<file path="src/rtl/cfu_mem_pkg.sv">
// Shared types and constants for the CFU memory command sequencer.
package cfu_mem_pkg;

   typedef enum logic [1:0] {
      IDLE,
      REQ,
      WAIT_DATA,
      RESP
   } seq_state_t;

   localparam logic [2:0] OP_READ   = 3'd0;
   localparam logic [2:0] OP_WRITE  = 3'd1;
   localparam logic [2:0] OP_SUM_N  = 3'd2;
   localparam logic [2:0] OP_STATUS = 3'd3;
   // Any nonzero funct7 is folded onto this unassigned funct3 code.
   localparam logic [2:0] OP_UNDEF  = 3'd7;

   localparam logic [31:0] RSP_BUS_ERR = 32'hFFFF_FFFF;
   localparam logic [31:0] RSP_TIMEOUT = 32'hDEAD_BEEF;

endpackage

</file>
<file path="src/rtl/cfu_mem_timeout.sv">
// Request watchdog for the command sequencer; built only when CFU_MEM_TIMEOUT_EN is defined.
`ifdef CFU_MEM_TIMEOUT_EN
module cfu_mem_timeout #(
   parameter int TIMEOUT_CYCLES = 1024
) (
   input  logic clk,
   input  logic reset,
   input  logic clear,
   input  logic enable,
   output logic expired
);

   localparam int TW = $clog2(TIMEOUT_CYCLES + 1);

   logic [TW-1:0] count_reg;

   always_ff @(posedge clk or negedge reset) begin
      if (!reset) begin
         count_reg <= '0;
      end else if (clear) begin
         count_reg <= '0;
      end else if (enable && !expired) begin
         count_reg <= count_reg + 1'b1;
      end
   end

   // Fires during the TIMEOUT_CYCLES-th consecutive enabled cycle.
   assign expired = enable && (count_reg == TW'(TIMEOUT_CYCLES - 1));

endmodule
`endif

</file>
<file path="src/rtl/cfu_mem_cmd_seq.sv">
// CFU command sequencer driving single-word RAM controller requests (READ/WRITE/SUM_N/STATUS).
// Optional request watchdog enabled by defining CFU_MEM_TIMEOUT_EN.
module cfu_mem_cmd_seq
   import cfu_mem_pkg::*;
#(
   parameter int MAX_COUNT      = 256,
   parameter int TIMEOUT_CYCLES = 1024
) (
   input  logic        clk,
   input  logic        reset,
   input  logic        cmd_valid,
   output logic        cmd_ready,
   input  logic [9:0]  cmd_function_id,
   input  logic [31:0] cmd_inputs_0,
   input  logic [31:0] cmd_inputs_1,
   output logic        rsp_valid,
   input  logic        rsp_ready,
   output logic [31:0] rsp_outputs_0,
   output logic        req_read,
   output logic        req_write,
   output logic        req_burst,
   output logic [29:0] req_address,
   output logic [31:0] req_wdata,
   output logic [3:0]  req_byte_enable,
   input  logic        mem_ack,
   input  logic        mem_err,
   input  logic [31:0] mem_rdata
);

   localparam int CW = $clog2(MAX_COUNT + 1);

   seq_state_t    state_reg, state_next;
   logic [2:0]    op_reg, op_next;
   logic [29:0]   addr_reg, addr_next;
   logic [31:0]   wdata_reg, wdata_next;
   logic [3:0]    be_reg, be_next;
   logic [CW-1:0] cnt_reg, cnt_next;
   logic [31:0]   acc_reg, acc_next;
   logic [31:0]   rsp_reg, rsp_next;
   logic          err_flag_reg, err_flag_next;
   logic          timeout_flag_reg, timeout_flag_next;

   logic [2:0]    op_dec;
   logic [15:0]   cnt_req;
   logic [CW-1:0] cnt_clamped;
   logic          timed_out;
   logic          unused_addr_lsb;

   assign op_dec      = (cmd_function_id[9:3] == 7'd0) ? cmd_function_id[2:0] : OP_UNDEF;
   assign cnt_req     = cmd_inputs_1[15:0];
   assign cnt_clamped = (cnt_req > 16'(MAX_COUNT)) ? CW'(MAX_COUNT) : CW'(cnt_req);
   assign unused_addr_lsb = ^cmd_inputs_0[1:0];

`ifdef CFU_MEM_TIMEOUT_EN
   cfu_mem_timeout #(
      .TIMEOUT_CYCLES(TIMEOUT_CYCLES)
   ) u_timeout (
      .clk    (clk),
      .reset  (reset),
      .clear  (state_reg != REQ),
      .enable (state_reg == REQ),
      .expired(timed_out)
   );
`else
   localparam int unused_timeout_cycles = TIMEOUT_CYCLES;
   assign timed_out = 1'b0;
`endif

   always_ff @(posedge clk or negedge reset) begin
      if (!reset) begin
         state_reg        <= IDLE;
         op_reg           <= OP_READ;
         addr_reg         <= '0;
         wdata_reg        <= '0;
         be_reg           <= '0;
         cnt_reg          <= '0;
         acc_reg          <= '0;
         rsp_reg          <= '0;
         err_flag_reg     <= 1'b0;
         timeout_flag_reg <= 1'b0;
      end else begin
         state_reg        <= state_next;
         op_reg           <= op_next;
         addr_reg         <= addr_next;
         wdata_reg        <= wdata_next;
         be_reg           <= be_next;
         cnt_reg          <= cnt_next;
         acc_reg          <= acc_next;
         rsp_reg          <= rsp_next;
         err_flag_reg     <= err_flag_next;
         timeout_flag_reg <= timeout_flag_next;
      end
   end

   always_comb begin
      state_next        = state_reg;
      op_next           = op_reg;
      addr_next         = addr_reg;
      wdata_next        = wdata_reg;
      be_next           = be_reg;
      cnt_next          = cnt_reg;
      acc_next          = acc_reg;
      rsp_next          = rsp_reg;
      err_flag_next     = err_flag_reg;
      timeout_flag_next = timeout_flag_reg;

      unique case (state_reg)
         IDLE: begin
            if (cmd_valid) begin
               op_next    = op_dec;
               addr_next  = cmd_inputs_0[31:2];
               wdata_next = cmd_inputs_1;
               cnt_next   = cnt_clamped;
               acc_next   = '0;
               be_next    = 4'h0;
               case (op_dec)
                  OP_READ, OP_WRITE: begin
                     be_next    = 4'hF;
                     state_next = REQ;
                  end
                  OP_SUM_N: begin
                     be_next    = 4'hF;
                     // A zero count still passes through WAIT_DATA, which then adds nothing.
                     state_next = (cnt_clamped == '0) ? WAIT_DATA : REQ;
                  end
                  OP_STATUS: begin
                     rsp_next   = {30'b0, timeout_flag_reg, err_flag_reg};
                     state_next = RESP;
                  end
                  default: begin
                     rsp_next   = '0;
                     state_next = RESP;
                  end
               endcase
            end
         end

         REQ: begin
            if (mem_err) begin
               err_flag_next = 1'b1;
               rsp_next      = RSP_BUS_ERR;
               state_next    = RESP;
            end else if (mem_ack) begin
               if (op_reg == OP_WRITE) begin
                  rsp_next   = '0;
                  state_next = RESP;
               end else begin
                  state_next = WAIT_DATA;
               end
            end else if (timed_out) begin
               timeout_flag_next = 1'b1;
               rsp_next          = RSP_TIMEOUT;
               state_next        = RESP;
            end
         end

         WAIT_DATA: begin
            if (op_reg == OP_READ) begin
               rsp_next   = mem_rdata;
               state_next = RESP;
            end else begin
               if (cnt_reg != '0) begin
                  acc_next  = acc_reg + mem_rdata;
                  cnt_next  = cnt_reg - 1'b1;
                  addr_next = addr_reg + 30'd1;
               end
               if (cnt_next != '0) begin
                  state_next = REQ;
               end else begin
                  rsp_next   = acc_next;
                  state_next = RESP;
               end
            end
         end

         RESP: begin
            if (rsp_ready) begin
               if (op_reg == OP_STATUS) begin
                  err_flag_next     = 1'b0;
                  timeout_flag_next = 1'b0;
               end
               state_next = IDLE;
            end
         end

         default: state_next = IDLE;
      endcase
   end

   assign cmd_ready       = (state_reg == IDLE);
   assign rsp_valid       = (state_reg == RESP);
   assign rsp_outputs_0   = rsp_reg;
   assign req_read        = (state_reg == REQ) && (op_reg != OP_WRITE);
   assign req_write       = (state_reg == REQ) && (op_reg == OP_WRITE);
   assign req_burst       = 1'b0;
   assign req_address     = addr_reg;
   assign req_wdata       = wdata_reg;
   assign req_byte_enable = be_reg;

endmodule

</file>
<file path="config.mk">
export PLATFORM = sky130hd
export DESIGN_NAME = cfu_mem_cmd_seq
export DESIGN_NICKNAME = d
export VERILOG_FILES = /design/src/rtl/cfu_mem_pkg.sv /design/src/rtl/cfu_mem_timeout.sv /design/src/rtl/cfu_mem_cmd_seq.sv
export SDC_FILE = /design/constraint.sdc
export NUM_CORES = 1
export LEC_CHECK = 0
export ABC_AREA = 1
export CAP_MARGIN = 25
export CORE_ASPECT_RATIO = 1.25
export CORE_UTILIZATION = 45
export CTS_CLUSTER_DIAMETER = 120
export DETAILED_ROUTE_END_ITERATION = 8
export GPL_ROUTABILITY_DRIVEN = 0
export HOLD_SLACK_MARGIN = 0.03
export MAX_ROUTING_LAYER = met4
export PLACE_DENSITY = 0.78
export SETUP_SLACK_MARGIN = 0.4
export SYNTH_ARGS = -nofsm -noshare
export SYNTH_HDL_FRONTEND = slang
export SYNTH_SLANG_ARGS = --single-unit
</file>
<file path="constraint.sdc">
create_clock -name clk -period 2.8 [get_ports clk]
set_input_delay 0.42 -clock clk [delete_from_list [all_inputs] [get_ports clk]]
set_output_delay 0.42 -clock clk [all_outputs]
set_load 0.005 [all_outputs]
</file>
==> Flow_metrics.wiki <==
{| class="wikitable"
! Metric !! Value
|-
| Number of detailed-routing iterations run before antenna repair || 6
|-
| Final period utilization || 83.7%
|-
| Die width || 137 µm
|-
| Worst Path Max Fanout || 8
|-
| Met3 usage || 4.80%
|-
| Cell internal power dissipation || 7110 µW
|-
| Instance area at placement || 12700 µm²
|-
| Number of flops mapped to enable cells by yosys || 0
|-
| IR drop worst, VDD || 0.563 mV
|-
| DR DRC count || 0
|-
| RSZ-0062 raised after global routing || yes
|-
| Peak-usage layer in the global routing report || met2
|-
| Stage delay of the slowest cell on the critical path || 400 ps
|-
| Post-synthesis compound-gate area fraction || 12.3%
|-
| Slew Limit Headroom || 54.2%
|-
| Worst Hold Class || flip-flop to flip-flop
|-
| Met2 Use GR || 48.4%
|-
| Sort of element at the start of the critical path || flip-flop
|-
| First-pass GRT wire length || 50.8 mm
|-
| Clock tree root buffer cell || sky130_fd_sc_hd__clkbuf_16
|-
| Max Clock Skew || 10.9 ps
|-
| Switching power as a share of total power || 44.6%
|-
| Post-synth top flop || sky130_fd_sc_hd__dfrtp_1
|-
| Synthesized netlist net count || 1721
|-
| Leak || 0.00717 µW
|-
| Type of element capturing the critical path || flip-flop
|-
| Top cell type's share of synthesized area || 34.9%
|-
| Chain of cells forming the critical path || inv_2 > ha_4 > nand2_4 > nor2_4 > nand2_4 > buf_6 > nand2_4 > nand2_2 > nor2_1 > nand4_1 > nand2_2 > nand2_4 > nor2_4 > buf_12 > buf_16 > nand2_1 > nand2_1
|-
| Largest area contributor in the netlist || sky130_fd_sc_hd__dfrtp_1
|-
| Sinks on the clock net || 142
|-
| Number of distinct library cells after synthesis || 46
|-
| Clock slew at reported path FFs || 70 ps
|-
| Sequential Power Share || 27.0%
|-
| Yosys warning total || 0
|-
| Total placed cells including tap cells || 2036
|-
| Share of synthesized area spent on multiplexers || 0%
|-
| Number of slew-limit violations in the final report || 0
|-
| Placeable core area || 22200 µm²
|-
| Met1 layer usage reported by global route || 31.2%
|-
| Initial antenna violation count || 0
|-
| Design area || 13800 µm²
|-
| Worst hold margin || 484 ps
|-
| Cells taking the most area after synthesis || sky130_fd_sc_hd__dfrtp_1, sky130_fd_sc_hd__nand2_1, sky130_fd_sc_hd__inv_1
|-
| Placement Rows || 61
|-
| Xor-xnor portion of the synthesized cell area || 2.92%
|-
| Layout fillers || 1913
|-
| Main combinational cell family by area after synthesis || simple AND/OR/NAND/NOR gates
|-
| Simple-gate portion of the synthesized area || 34.7%
|-
| Worst skew pair latency || 430 ps
|-
| Gr ovfl total || 0
|-
| Relative contribution of combinational cells to total power || 54.7%
|-
| Number of nets with antenna violations after detailed routing || 0
|-
| Longest Clk Path Bufs || 2
|-
| End-of-flow core utilization || 62.2%
|-
| Share of synthesized area occupied by flip-flops and latches || 34.9%
|-
| Height of the die || 170 µm
|-
| Adder-cell area share of the yosys netlist || 4.74%
|-
| Post-layout instance count excluding filler cells || 2089
|-
| Number of levels in the clock H-tree || 4
|-
| TritonCTS buffer count || 17
|-
| Period minus WS final || 2340 ps
|-
| Final WL || 31.8 mm
|-
| 1st-iter DRT viols || 770
|-
| Endpoint arrival time on the critical path || 2710 ps
|-
| Top-level I/O count || 215
|-
| Number of global-route vias before repair || 10970
|-
| Initial Utilization || 45.9%
|-
| CTS tree || yes
|-
| Diodes inserted || 0
|-
| Run status || complete, no violations
|-
| Post-DP HPWL || 22.3 mm
|-
| Pin count of the biggest net entering global routing || 69
|-
| Post-DR wirelength/cell || 15.2 µm
|-
| Pin slew with the least headroom to its limit || 687 ps
|-
| Max-Cap Viols || 0
|-
| Fraction of layout cells with a size suffix above 1 || 11.0%
|-
| Kind of critical path || flip-flop to flip-flop
|-
| Data required time at the worst endpoint || 3170 ps
|-
| Share of total power in the clock network || 18.2%
|-
| Flops & latches, synth || 142
|-
| Number of hold-slack violations in the final timing report || 0
|-
| Cell at the slowest stage of the critical path || sky130_fd_sc_hd__dfrtp_1
|-
| Critical path's most frequent cell || sky130_fd_sc_hd__nand2_4
|-
| Area growth from synthesis to final layout || 35.6%
|-
| DR vias/cell || 5.28
|-
| GRT Overall Usage || 28.4%
|-
| Finish-stage setup viols || 0
|-
| Achievable Freq || 427 MHz
|-
| Routed via count || 11021
|-
| Synth Area per Inst || 6.49 µm²
|-
| Async set-or-reset flop fraction in the synthesized netlist || 100%
|-
| Ratio of total power to cell area || 928 nW/µm²
|-
| Power dissipated by switching net loads || 5720 µW
|-
| Netlist area before placement || 10200 µm²
|-
| Die area || 23300 µm²
|-
| Net total in the final layout || 1943
|-
| Count of mapped cells out of synthesis || 1571
|-
| Input/output buffers || 211
|}
==> placed cells by master, fill, tap and decap left out, types with 7 or more instances in the layout <==
cell type,synthesis,final
sky130_fd_sc_hd__dfrtp_1,142,141
sky130_fd_sc_hd__nor3_1,17,17
sky130_fd_sc_hd__nor2_1,114,104
sky130_fd_sc_hd__buf_4,4,37
sky130_fd_sc_hd__a21oi_2,0,7
sky130_fd_sc_hd__nand2_1,581,559
sky130_fd_sc_hd__xor2_1,26,26
sky130_fd_sc_hd__a21oi_1,47,40
sky130_fd_sc_hd__inv_1,210,206
sky130_fd_sc_hd__nand2_2,2,21
sky130_fd_sc_hd__xnor2_1,8,8
sky130_fd_sc_hd__ha_4,0,9
sky130_fd_sc_hd__ha_2,0,7
sky130_fd_sc_hd__clkbuf_16,0,17
sky130_fd_sc_hd__o22ai_1,15,15
sky130_fd_sc_hd__nand4_1,16,16
sky130_fd_sc_hd__clkdlybuf4s50_1,0,207
sky130_fd_sc_hd__nand3_1,77,70
sky130_fd_sc_hd__ha_1,37,21
sky130_fd_sc_hd__o211ai_1,10,10
sky130_fd_sc_hd__o21ai_0,117,115
sky130_fd_sc_hd__o21ai_1,13,14
sky130_fd_sc_hd__nor2_2,3,9
sky130_fd_sc_hd__or2_2,35,35
==> layer usage <==
| metal | up-vias | routed length [µm] |
|---|---|---|
| li1 | 5391 | - |
| met1 | 5128 | 12600 |
| met2 | 399 | 16200 |
| met5 | - | 0 |
| met4 | 0 | 1380 |
| met3 | 103 | 1590 |
==> layout make-up <==
| type | count | area [µm²] | share of cell area [%] |
|---|---|---|---|
| clock buffers | 17 | 425 | 3.08 |
| repair buffers | 259 | 2590 | 18.7 |
| clock inverters | 15 | 189 | 1.37 |
| multi-input cells | 1159 | 5900 | 42.7 |
| inverters | 214 | 806 | 5.83 |
| flip-flops and latches | 142 | 3550 | 25.7 |
| well taps | 283 | 354 | 2.56 |
==> timing repair <==
item / in CTS / in global routing
hold endpoints to repair: 47 / 0
pin swaps: 4 / 17
endpoints found under the setup margin: 41 / 58
setup buffers: 9 / 10
hold buffers: 1 / 0
cloned: 1 / 0
gates resized for setup: 13 / 82
==> final timing paths <==
check                                  start           endpoint  slack [ps]  depth (start not counted)
max                               cnt_reg[1]  rsp_outputs_0[31]         460                         17
min                        rsp_outputs_0[16]  rsp_outputs_0[16]         480                          2
max reg2reg                       cnt_reg[1]  rsp_outputs_0[31]         460                         17
min reg2reg                rsp_outputs_0[16]  rsp_outputs_0[16]         480                          2
max in group asynchronous              reset         cnt_reg[7]        1590                          3
min in group asynchronous              reset  rsp_outputs_0[26]         500                          2
==> cell families after synthesis <==
group           count (synthesis)
flops                         142
fa+ha+maj                      38
xor+xnor                       34
buf+inv                       270
other cells                     1
simple gates                  858
compound gates                228
==> worst max-delay path: cells and delay by family, from the launching register on <==
kind / cells / cell delay (ps)
buffers and inverters: 4 / 520
flip-flops: 1 / 400
adder cells (fa/ha/maj): 1 / 170
AND/OR/NAND/NOR: 12 / 1180
==> through the flow <==
step	worst slack (ps)	TNS [ps]	power, µW
2_1_floorplan	607	0	7190
3_3_place_gp	-86.5	-590	9590
3_5_place_dp	-164	-1300	9770
4_1_cts	401	0	12400
5_1_grt	346	0	13800
6_report	456	0	12800
==> Yosys cell counts, types with 2 or more instances <==
library cell / instances
sky130_fd_sc_hd__xnor2_1: 8
sky130_fd_sc_hd__nor2_2: 3
sky130_fd_sc_hd__nand2_1: 581
sky130_fd_sc_hd__buf_4: 4
sky130_fd_sc_hd__nor2_4: 2
sky130_fd_sc_hd__buf_2: 18
sky130_fd_sc_hd__buf_6: 2
sky130_fd_sc_hd__a21oi_1: 47
sky130_fd_sc_hd__ha_1: 37
sky130_fd_sc_hd__nand2_2: 2
sky130_fd_sc_hd__nor3_1: 17
sky130_fd_sc_hd__o211ai_1: 10
sky130_fd_sc_hd__a31oi_1: 6
sky130_fd_sc_hd__nand3_1: 77
sky130_fd_sc_hd__or2_2: 35
sky130_fd_sc_hd__nand4_1: 16
sky130_fd_sc_hd__dfrtp_1: 142
sky130_fd_sc_hd__a211oi_1: 2
sky130_fd_sc_hd__nand2_4: 2
sky130_fd_sc_hd__xor2_1: 26
sky130_fd_sc_hd__o21ai_0: 117
sky130_fd_sc_hd__clkbuf_1: 32
sky130_fd_sc_hd__o21bai_1: 7
sky130_fd_sc_hd__o21ai_1: 13
sky130_fd_sc_hd__o22ai_1: 15
sky130_fd_sc_hd__nor4_1: 6
sky130_fd_sc_hd__inv_2: 3
sky130_fd_sc_hd__inv_1: 210
sky130_fd_sc_hd__nor2_1: 114
==> power groups by stage <==
| stage | combinational (µW) | clock (µW) | sequential [µW] |
|---|---|---|---|
| after floorplan | 3820 | 0 | 3370 |
| after global placement | 6160 | 0 | 3430 |
| after detailed placement | 6320 | 0 | 3440 |
| after CTS | 6640 | 2360 | 3430 |
| after global routing | 7780 | 2450 | 3560 |
| final | 7020 | 2340 | 3470 |
(Power assumes the default switching activity.)
